`config.mk`:
```
export PLATFORM = sky130hd
export DESIGN_NAME = phase_timer_flat
export DESIGN_NICKNAME = d
export VERILOG_FILES = /design/src/rtl/phase_timer_if.sv /design/src/rtl/phase_timer.sv /design/src/flat_wrapper.sv
export SDC_FILE = /design/constraint.sdc
export NUM_CORES = 1
export LEC_CHECK = 0
export CAP_MARGIN = 20
export CELL_PAD_IN_SITES_DETAIL_PLACEMENT = 1
export CELL_PAD_IN_SITES_GLOBAL_PLACEMENT = 1
export CORE_ASPECT_RATIO = 0.7
export CORE_MARGIN = 8
export CORE_UTILIZATION = 35
export CTS_CLUSTER_SIZE = 14
export DETAILED_ROUTE_END_ITERATION = 7
export DONT_BUFFER_PORTS = 1
export PLACE_DENSITY = 0.71
export SKIP_CTS_REPAIR_TIMING = 1
export SYNTH_ARGS = -nofsm -noshare
export SYNTH_HDL_FRONTEND = slang
export SYNTH_SLANG_ARGS = --single-unit
```
`constraint.sdc`:
```
create_clock -name clock -period 5.2 [get_ports clock]
set_input_delay 0 -clock clock [delete_from_list [all_inputs] [get_ports clock]]
set_output_delay 0 -clock clock [all_outputs]
set_load 0.01 [all_outputs]
```
`src/rtl/phase_timer_if.sv`:
```
// Phase timer bus: the controller phase and sensor inputs going into the
// timer, plus the countdown status coming back out.
//   state           : controller phase code (0..7)
//   sig_Full        : tank full sensor
//   sig_Temperature : target temperature reached
//   sig_Hold        : pause request, freezes the countdown
//   sig_Completed   : one-cycle pulse when the current phase finishes
//   sig_Time_Out    : level, FILL/HEAT watchdog expired
//   remaining       : current countdown value
//   busy            : timer is counting
// master drives the phase/sensors (controller side), slave is the timer.
interface phase_timer_if #(
    parameter int WIDTH = 16
);
    logic [2:0]       state;
    logic             sig_Full;
    logic             sig_Temperature;
    logic             sig_Hold;
    logic             sig_Completed;
    logic             sig_Time_Out;
    logic [WIDTH-1:0] remaining;
    logic             busy;

    modport master (
        output state, sig_Full, sig_Temperature, sig_Hold,
        input  sig_Completed, sig_Time_Out, remaining, busy
    );

    modport slave (
        input  state, sig_Full, sig_Temperature, sig_Hold,
        output sig_Completed, sig_Time_Out, remaining, busy
    );
endinterface

```
`src/rtl/phase_timer.sv`:
```
// Per-phase countdown / watchdog for a washing-machine controller.
// A change of the controller phase reloads the timer with that phase's
// limit. FILL and HEAT are watchdogged: their sensor finishes the phase,
// running out of time raises sig_Time_Out. WASH, RINSE and SPIN simply
// complete when the count reaches zero. sig_Hold pauses the count.
// Ports:
//   clock : system clock, rising edge
//   reset : synchronous, active-high
//   bus   : phase_timer_if.slave (phase/sensors in, status out)
module phase_timer #(
    parameter int          WIDTH   = 16,
    parameter int unsigned T_FILL  = 1000,
    parameter int unsigned T_HEAT  = 2000,
    parameter int unsigned T_WASH  = 3000,
    parameter int unsigned T_RINSE = 2000,
    parameter int unsigned T_SPIN  = 1500
) (
    input  logic          clock,
    input  logic          reset,
    phase_timer_if.slave  bus
);
    localparam logic [2:0] PH_FILL  = 3'd2;
    localparam logic [2:0] PH_HEAT  = 3'd3;
    localparam logic [2:0] PH_WASH  = 3'd4;
    localparam logic [2:0] PH_RINSE = 3'd5;
    localparam logic [2:0] PH_SPIN  = 3'd6;

    typedef enum logic [1:0] {IDLE, RUN, DONE, EXPIRED} fsm_t;

    fsm_t             fsm_q, fsm_d;
    logic [2:0]       last_state_q;
    logic [WIDTH-1:0] rem_q, rem_d;
    logic             cmp_q, cmp_d;
    logic             phase_start;
    logic             timed_phase;
    logic             sensor_hit;

    // Limits are truncated to WIDTH on purpose.
    function automatic logic [WIDTH-1:0] phase_limit(input logic [2:0] ph);
        case (ph)
            PH_FILL:  phase_limit = WIDTH'(T_FILL);
            PH_HEAT:  phase_limit = WIDTH'(T_HEAT);
            PH_WASH:  phase_limit = WIDTH'(T_WASH);
            PH_RINSE: phase_limit = WIDTH'(T_RINSE);
            PH_SPIN:  phase_limit = WIDTH'(T_SPIN);
            default:  phase_limit = '0;
        endcase
    endfunction

    assign phase_start = (bus.state != last_state_q);
    assign timed_phase = (bus.state >= PH_FILL) && (bus.state <= PH_SPIN);
    // Sensors only matter in their own watchdogged phase.
    assign sensor_hit  = ((bus.state == PH_FILL) && bus.sig_Full) ||
                         ((bus.state == PH_HEAT) && bus.sig_Temperature);

    // State register
    always_ff @(posedge clock) begin
        if (reset) begin
            fsm_q        <= IDLE;
            last_state_q <= 3'd0;
            rem_q        <= '0;
            cmp_q        <= 1'b0;
        end else begin
            fsm_q        <= fsm_d;
            last_state_q <= bus.state;
            rem_q        <= rem_d;
            cmp_q        <= cmp_d;
        end
    end

    // Next-state logic. A phase change beats everything, including the
    // absorbing DONE/EXPIRED states and an in-flight countdown.
    always_comb begin
        fsm_d = fsm_q;
        rem_d = rem_q;
        cmp_d = 1'b0;
        if (phase_start) begin
            if (timed_phase) begin
                fsm_d = RUN;
                rem_d = phase_limit(bus.state);
            end else begin
                fsm_d = IDLE;
                rem_d = '0;
            end
        end else if (fsm_q == RUN) begin
            if (sensor_hit) begin
                // Completion wins over hold and over a coincident zero.
                fsm_d = DONE;
                cmp_d = 1'b1;
            end else if (!bus.sig_Hold) begin
                if (rem_q != '0) begin
                    rem_d = rem_q - 1'b1;
                end else if ((bus.state == PH_FILL) || (bus.state == PH_HEAT)) begin
                    fsm_d = EXPIRED;
                end else begin
                    fsm_d = DONE;
                    cmp_d = 1'b1;
                end
            end
        end
    end

    // Outputs: all derived from registers. The timeout level is exactly
    // the EXPIRED state, which only a phase change or reset leaves.
    always_comb begin
        bus.busy          = (fsm_q == RUN);
        bus.sig_Time_Out  = (fsm_q == EXPIRED);
        bus.sig_Completed = cmp_q;
        bus.remaining     = rem_q;
    end
endmodule
```
`src/flat_wrapper.sv`:
```
// flat-port wrapper written by rule: the top's interface ports become plain ports
module phase_timer_flat 
#(
    parameter int          WIDTH   = 16,
    parameter int unsigned T_FILL  = 1000,
    parameter int unsigned T_HEAT  = 2000,
    parameter int unsigned T_WASH  = 3000,
    parameter int unsigned T_RINSE = 2000,
    parameter int unsigned T_SPIN  = 1500
)
  (clock, reset, bus_state, bus_sig_Full, bus_sig_Temperature, bus_sig_Hold, bus_sig_Completed, bus_sig_Time_Out, bus_remaining, bus_busy);
  phase_timer_if #(.WIDTH(WIDTH)) bus_i ();
  input  logic clock;
  input  logic reset;
  input wire logic [$bits(bus_i.state)-1:0] bus_state;
  input wire logic [$bits(bus_i.sig_Full)-1:0] bus_sig_Full;
  input wire logic [$bits(bus_i.sig_Temperature)-1:0] bus_sig_Temperature;
  input wire logic [$bits(bus_i.sig_Hold)-1:0] bus_sig_Hold;
  output wire logic [$bits(bus_i.sig_Completed)-1:0] bus_sig_Completed;
  output wire logic [$bits(bus_i.sig_Time_Out)-1:0] bus_sig_Time_Out;
  output wire logic [$bits(bus_i.remaining)-1:0] bus_remaining;
  output wire logic [$bits(bus_i.busy)-1:0] bus_busy;
  assign bus_i.state = bus_state;
  assign bus_i.sig_Full = bus_sig_Full;
  assign bus_i.sig_Temperature = bus_sig_Temperature;
  assign bus_i.sig_Hold = bus_sig_Hold;
  assign bus_sig_Completed = bus_i.sig_Completed;
  assign bus_sig_Time_Out = bus_i.sig_Time_Out;
  assign bus_remaining = bus_i.remaining;
  assign bus_busy = bus_i.busy;
  phase_timer #(.WIDTH(WIDTH), .T_FILL(T_FILL), .T_HEAT(T_HEAT), .T_WASH(T_WASH), .T_RINSE(T_RINSE), .T_SPIN(T_SPIN)) u_core (.clock(clock), .reset(reset), .bus(bus_i));
endmodule
```
== Yosys cells after proc, flatten, opt, wreduce, memory -nomap -nowiden ==
Cells that the tools add are included.

* Add/sub/neg operators: 1
* Magnitude comparators: 2
* Equality and inequality tests: 12
* Reductions and logical operators: 12
* Bitwise logic cells: 1
* Muxes and demuxes: 18

{| class="wikitable"
|+ Operators with widths
! cell !! count
|-
| $mux 16 || 5
|-
| $pmux 12 s4 || 1
|-
| $reduce_bool 16->1 || 1
|-
| $sub 16x1->16 const B || 1
|-
| $mux 12 || 1
|-
| $mux 2 || 5
|-
| $eq 3x3->1 const B || 3
|-
| $eq 3x2->1 const B || 2
|-
| $mux 1 || 6
|-
| $ne 3x1->1 const B || 2
|-
| $ne 2x1->1 const B || 2
|-
| $reduce_and 4->1 || 1
|-
| $reduce_bool 2->1 || 2
|-
| $ge 3x2->1 const B || 1
|-
| $le 3x3->1 const B || 1
|-
| $logic_and 1x1->1 || 3
|-
| $ne 3x3->1 || 1
|-
| $reduce_and 3->1 || 1
|-
| $reduce_or 3->1 || 1
|-
| $eq 2x1->1 const B || 1
|-
| $eq 2x2->1 const B || 1
|-
| $logic_or 1x1->1 || 2
|-
| $reduce_or 2->1 || 1
|-
| $not 1->1 || 1
|}

* Bits in registers: 22
* Bits of input ports: 8
* Output and inout port bits: 19

== Logic depth before layout (Yosys ltp) ==
* Word-level depth: 8
* Mapped depth: 9
* Gate-level depth less buffers: 7

== Least setup slack after synthesis ==
OpenSTA, ideal clock, no wires.

* Path type: register -> register
* Start: register u_core.rem_q[0], in the netlist u_core.bus.remaining[0]
* End: register u_core.rem_q[8], in the netlist u_core.bus.remaining[8]
* Cell stages (with the launch flop): 9
* Path slack: 3,400 ps
* Setup time: 58 ps
* Arrival time: 1,742 ps
* Path through: dfxtp_1 > inv_1 > ha_1 > nor4b_2 > nand4b_4 > and2_4 > buf_6 > a31oi_1 > o221a_2

* Cells in the longest elaborated chain, start to end: 6
* Elaborated cells between the ends (all ways): 9
* Those cells by class: 1 x add/sub; 5 x mux; 3 x reduce/logical

{| class="wikitable"
|+ Ends and longest elaborated chain
! what !! RTL line !! source
|-
| start, declared || phase_timer.sv:32 || <nowiki>logic [WIDTH-1:0] rem_q, rem_d;</nowiki>
|-
| start signal, assigned || phase_timer.sv:66 || <nowiki>rem_q <= rem_d;</nowiki>
|-
| $sub 16x1->16 || phase_timer.sv:92 || <nowiki>rem_d = rem_q - 1'b1;</nowiki>
|-
| $mux 16 || phase_timer.sv:91 || <nowiki>if (rem_q != '0) begin</nowiki>
|-
| $mux 16 || phase_timer.sv:90 || <nowiki>end else if (!bus.sig_Hold) begin</nowiki>
|-
| $mux 16 || phase_timer.sv:86 || <nowiki>if (sensor_hit) begin</nowiki>
|-
| $mux 16 || phase_timer.sv:85 || <nowiki>end else if (fsm_q == RUN) begin</nowiki>
|-
| $mux 16 || phase_timer.sv:77 || <nowiki>if (phase_start) begin</nowiki>
|}

Parallel ways exist; a longest one is shown, timed or not. The select of a mux whose other input is x is not followed.
A chain may end at the register's enable or synchronous reset.

== Worst setup path after layout ==
* Start: register u_core.fsm_q[0]
* End: register u_core.rem_q[3], in the netlist u_core.bus.remaining[3]

* Cells in the longest elaborated chain, start to end: 3

{| class="wikitable"
|+ Ends and longest elaborated chain
! what !! RTL line !! source
|-
| start, declared || phase_timer.sv:30 || <nowiki>fsm_t fsm_q, fsm_d;</nowiki>
|-
| start signal, assigned || phase_timer.sv:64 || <nowiki>fsm_q <= fsm_d;</nowiki>
|-
| $eq 2x1->1 || -- ||
|-
| via bus_busy || flat_wrapper.sv:22 || <nowiki>output wire logic [$bits(bus_i.busy)-1:0] bus_busy;</nowiki>
|-
| $reduce_bool 2->1 (no line) || -- ||
|-
| $reduce_and 4->1 (no line) || -- ||
|}

The timed path passes the listed nets, and every way through them passes these cells.

==> flow_metrics.tcl <==
set metrics [dict create \
    status "complete, no violations" \
    die-area_mm2 0.00653 \
    end_kind "register" \
    highest_layer "met4" \
    syn_to_final_growth_pct 6.17 \
    p_sw_frac 0.347 \
    worstPathCellList "nor2b_1, o2111a_1, and2_4, a21oi_1, o31a_1" \
    hold_class "input pin to register" \
    tns_ps 0 \
    ir_drop_v 0.000132 \
    gp_congestion 0.811 \
    max_stage_delay_ps 540 \
    fp-row-count 19 \
    worst_pin_slew_ps 654 \
    fill_cells 475 \
    ys_warn_count 0 \
    ios 27 \
    seqPwrFrac 0.455 \
    first_global_vias 1238 \
    seq_area_frac_synth 0.302 \
    ant_nets 0 \
    synth-compound-area-share 0.200 \
    route.met3.wl_um 367 \
    p_leak_nw 0.586 \
    vias 1359 \
    path_delay_family "compound AO/OA/AOI/OAI gates" \
    drive_gt1_frac 0.0805 \
    async_reset_ff_frac 0 \
    drtPass1Iterations 4 \
    fmax_mhz 468 \
    io_buffers 0 \
    power_density_mw_per_mm2 280 \
    setup_violations 0 \
    hold_violations 0 \
    synth_area_leaders "dfxtp_1 (30%), nor2_1 (5.1%), ha_1 (4.3%)" \
    critPathKind "register to register" \
    slew_headroom 0.558 \
    cts_tree "built" \
    via_per_inst 6.01 \
    htreeDepth 1 \
    routed_wl_um 4360 \
    start_util 0.368 \
    wl_met1_um 2070 \
    synth_top_family_by_area "simple AND/OR/NAND/NOR gates" \
    n_antenna_cell 0 \
    worstPathMaxFanout 11 \
    startpoint_type "register" \
    cts.sinks 22 \
    yosysUniqueCellTypes 51 \
    period_minus_slack_ps 2140 \
    netlist.area_leader.share 0.302 \
    synthSimpleGateAreaFrac 0.320 \
    min_period_over_period 0.411 \
    coreArea_mm2 0.00397 \
    dp.cells 219 \
    drc 0 \
    die_width_um 93.2 \
    grt.total_usage 0.131 \
    cts_inserted_buffers 3 \
    synthMuxAreaShare 0 \
    seq_area_um2 440 \
    root_buffer "clkbuf_8" \
    arrival_ps 2290 \
    finalMaxSlewViolations 0 \
    clock_skew_ps 5.12 \
    dr_wl_met2_um 1860 \
    fin_nets 189 \
    p_comb_frac 0.302 \
    clk-insertion-delay-late_ps 260 \
    gr-total-overflow 0 \
    antenna_found_initial 0 \
    die_h_um 70.0 \
    synthAdderAreaFrac 0.0428 \
    rsz0062_at_grt "false" \
    ys_ff_latch 22 \
    clk_pin_slew_ps 80 \
    cts_buffer_depth 2 \
    multiInputGateArea_um2 926 \
    grt_max_degree 18 \
    synth-xor-area-share 0.0720 \
    crit_buf_inv 0 \
    final_cells 226 \
    hpwl_um 3230 \
    synth_edf_count 0 \
    drt_iter0_markers 104 \
    yosysTopAreaCell "dfxtp_1" \
    syn_area_per_cell_um2 8.30 \
    crit_path_top_delay_cell "o2111a_1" \
    internal-power_mw 0.284 \
    syn_inst 176 \
    max-cap-violations 0 \
    clockPowerShare 0.244 \
    switchingPower_mw 0.151 \
    synth_nets 189 \
    cp.required_ps 5350 \
    synth_area_mm2 0.00146 \
    avgRoutedWirePerCell_um 19.3 \
    grt_pass1_wl_um 6870 \
    synth_ff_type "dfxtp_1" \
]
==> state kept, by name, summed over array words and instances, names as in the netlist <==
register and count:
u_core.bus.sig_Completed 1, u_core.bus.remaining 16, u_core.last_state_q 3, u_core.fsm_q 2
==> per-stage QoR <==
stage	power (mW)	hold slack, ps	worst slack [ps]	utilization	instance area (µm²)
detailed placement	0.328	71.6	3100	0.370	1470
finish	0.434	25.6	3060	0.390	1550
floorplan	0.304	281	3400	-	1460
CTS	0.434	-215	3080	0.380	1510
global route	0.463	17.4	2890	0.390	1550
global placement	0.324	72.6	3140	0.370	1470
==> cells in the mapped netlist, types with 3 or more instances <==
library cell,instances
dfxtp_1,22
nor2_1,20
a21oi_1,10
inv_1,10
nor3_1,10
nor2b_1,7
nor4_1,7
xor2_1,7
ha_1,5
nand2_1,5
nand4_1,5
o21ai_0,5
xnor2_1,5
a211oi_1,4
a31oi_1,4
buf_2,3
clkbuf_1,3
o221a_2,3
==> power by group through the flow <==
stage                     registers (mW)  clock network (mW)  logic (mW)
final                              0.197               0.106       0.131
after global routing               0.199               0.119       0.144
after CTS                          0.198               0.110       0.126
after detailed placement           0.202                   0       0.126
after global placement             0.201                   0       0.123
after floorplan                    0.196                   0       0.108
==> cell usage in the layout (no fill, tap or decap), drive strengths merged, types with 2 or more instances in the layout <==
cell / instances
and2: 2
and3: 3
nor2: 20
nand2: 5
xnor2: 5
a211oi: 4
dfxtp: 22
or2: 2
clkbuf: 3
dlygate4sd3: 4
o21ai: 5
or3: 2
nand4: 5
nand3: 2
o221a: 3
xor2: 7
a2bb2oi: 2
nor3: 10
nor2b: 7
nand4b: 3
nor4: 8
o31a: 2
or4b: 2
a31oi: 4
inv: 10
ha: 5
nor4b: 2
a21oi: 10
==> area by class of cell <==
type | count | area share
multi-input cells | 135 | 0.597
well taps | 52 | 0.0420
inverters | 10 | 0.0242
flip-flops and latches | 22 | 0.284
clock buffers | 3 | 0.0266
repair buffers | 4 | 0.0258
==> final timing paths <==
check	start	end	slack, ps	depth (start not counted)
hold / removal	reset	u_core.bus.remaining[10]	30	2
setup / recovery	u_core.fsm_q[0]	u_core.bus.remaining[3]	3060	5
hold reg to reg	u_core.fsm_q[1]	u_core.fsm_q[1]	520	2
setup reg to reg	u_core.fsm_q[0]	u_core.bus.remaining[3]	3060	5
==> kinds of logic after synthesis <==
kind of cell / count (synthesis)
compound gates: 41
xor+xnor: 12
fa+ha+maj: 5
buf+inv: 19
flops: 22
simple gates: 77
==> layer usage <==
metal,vias to the layer above,global-route usage
met4,0,0.0391
met1,665,0.183
met3,6,0.0491
met5,-,0
met2,42,0.178
li1,646,-
No activity file was read; power rests on OpenSTA's default activity.
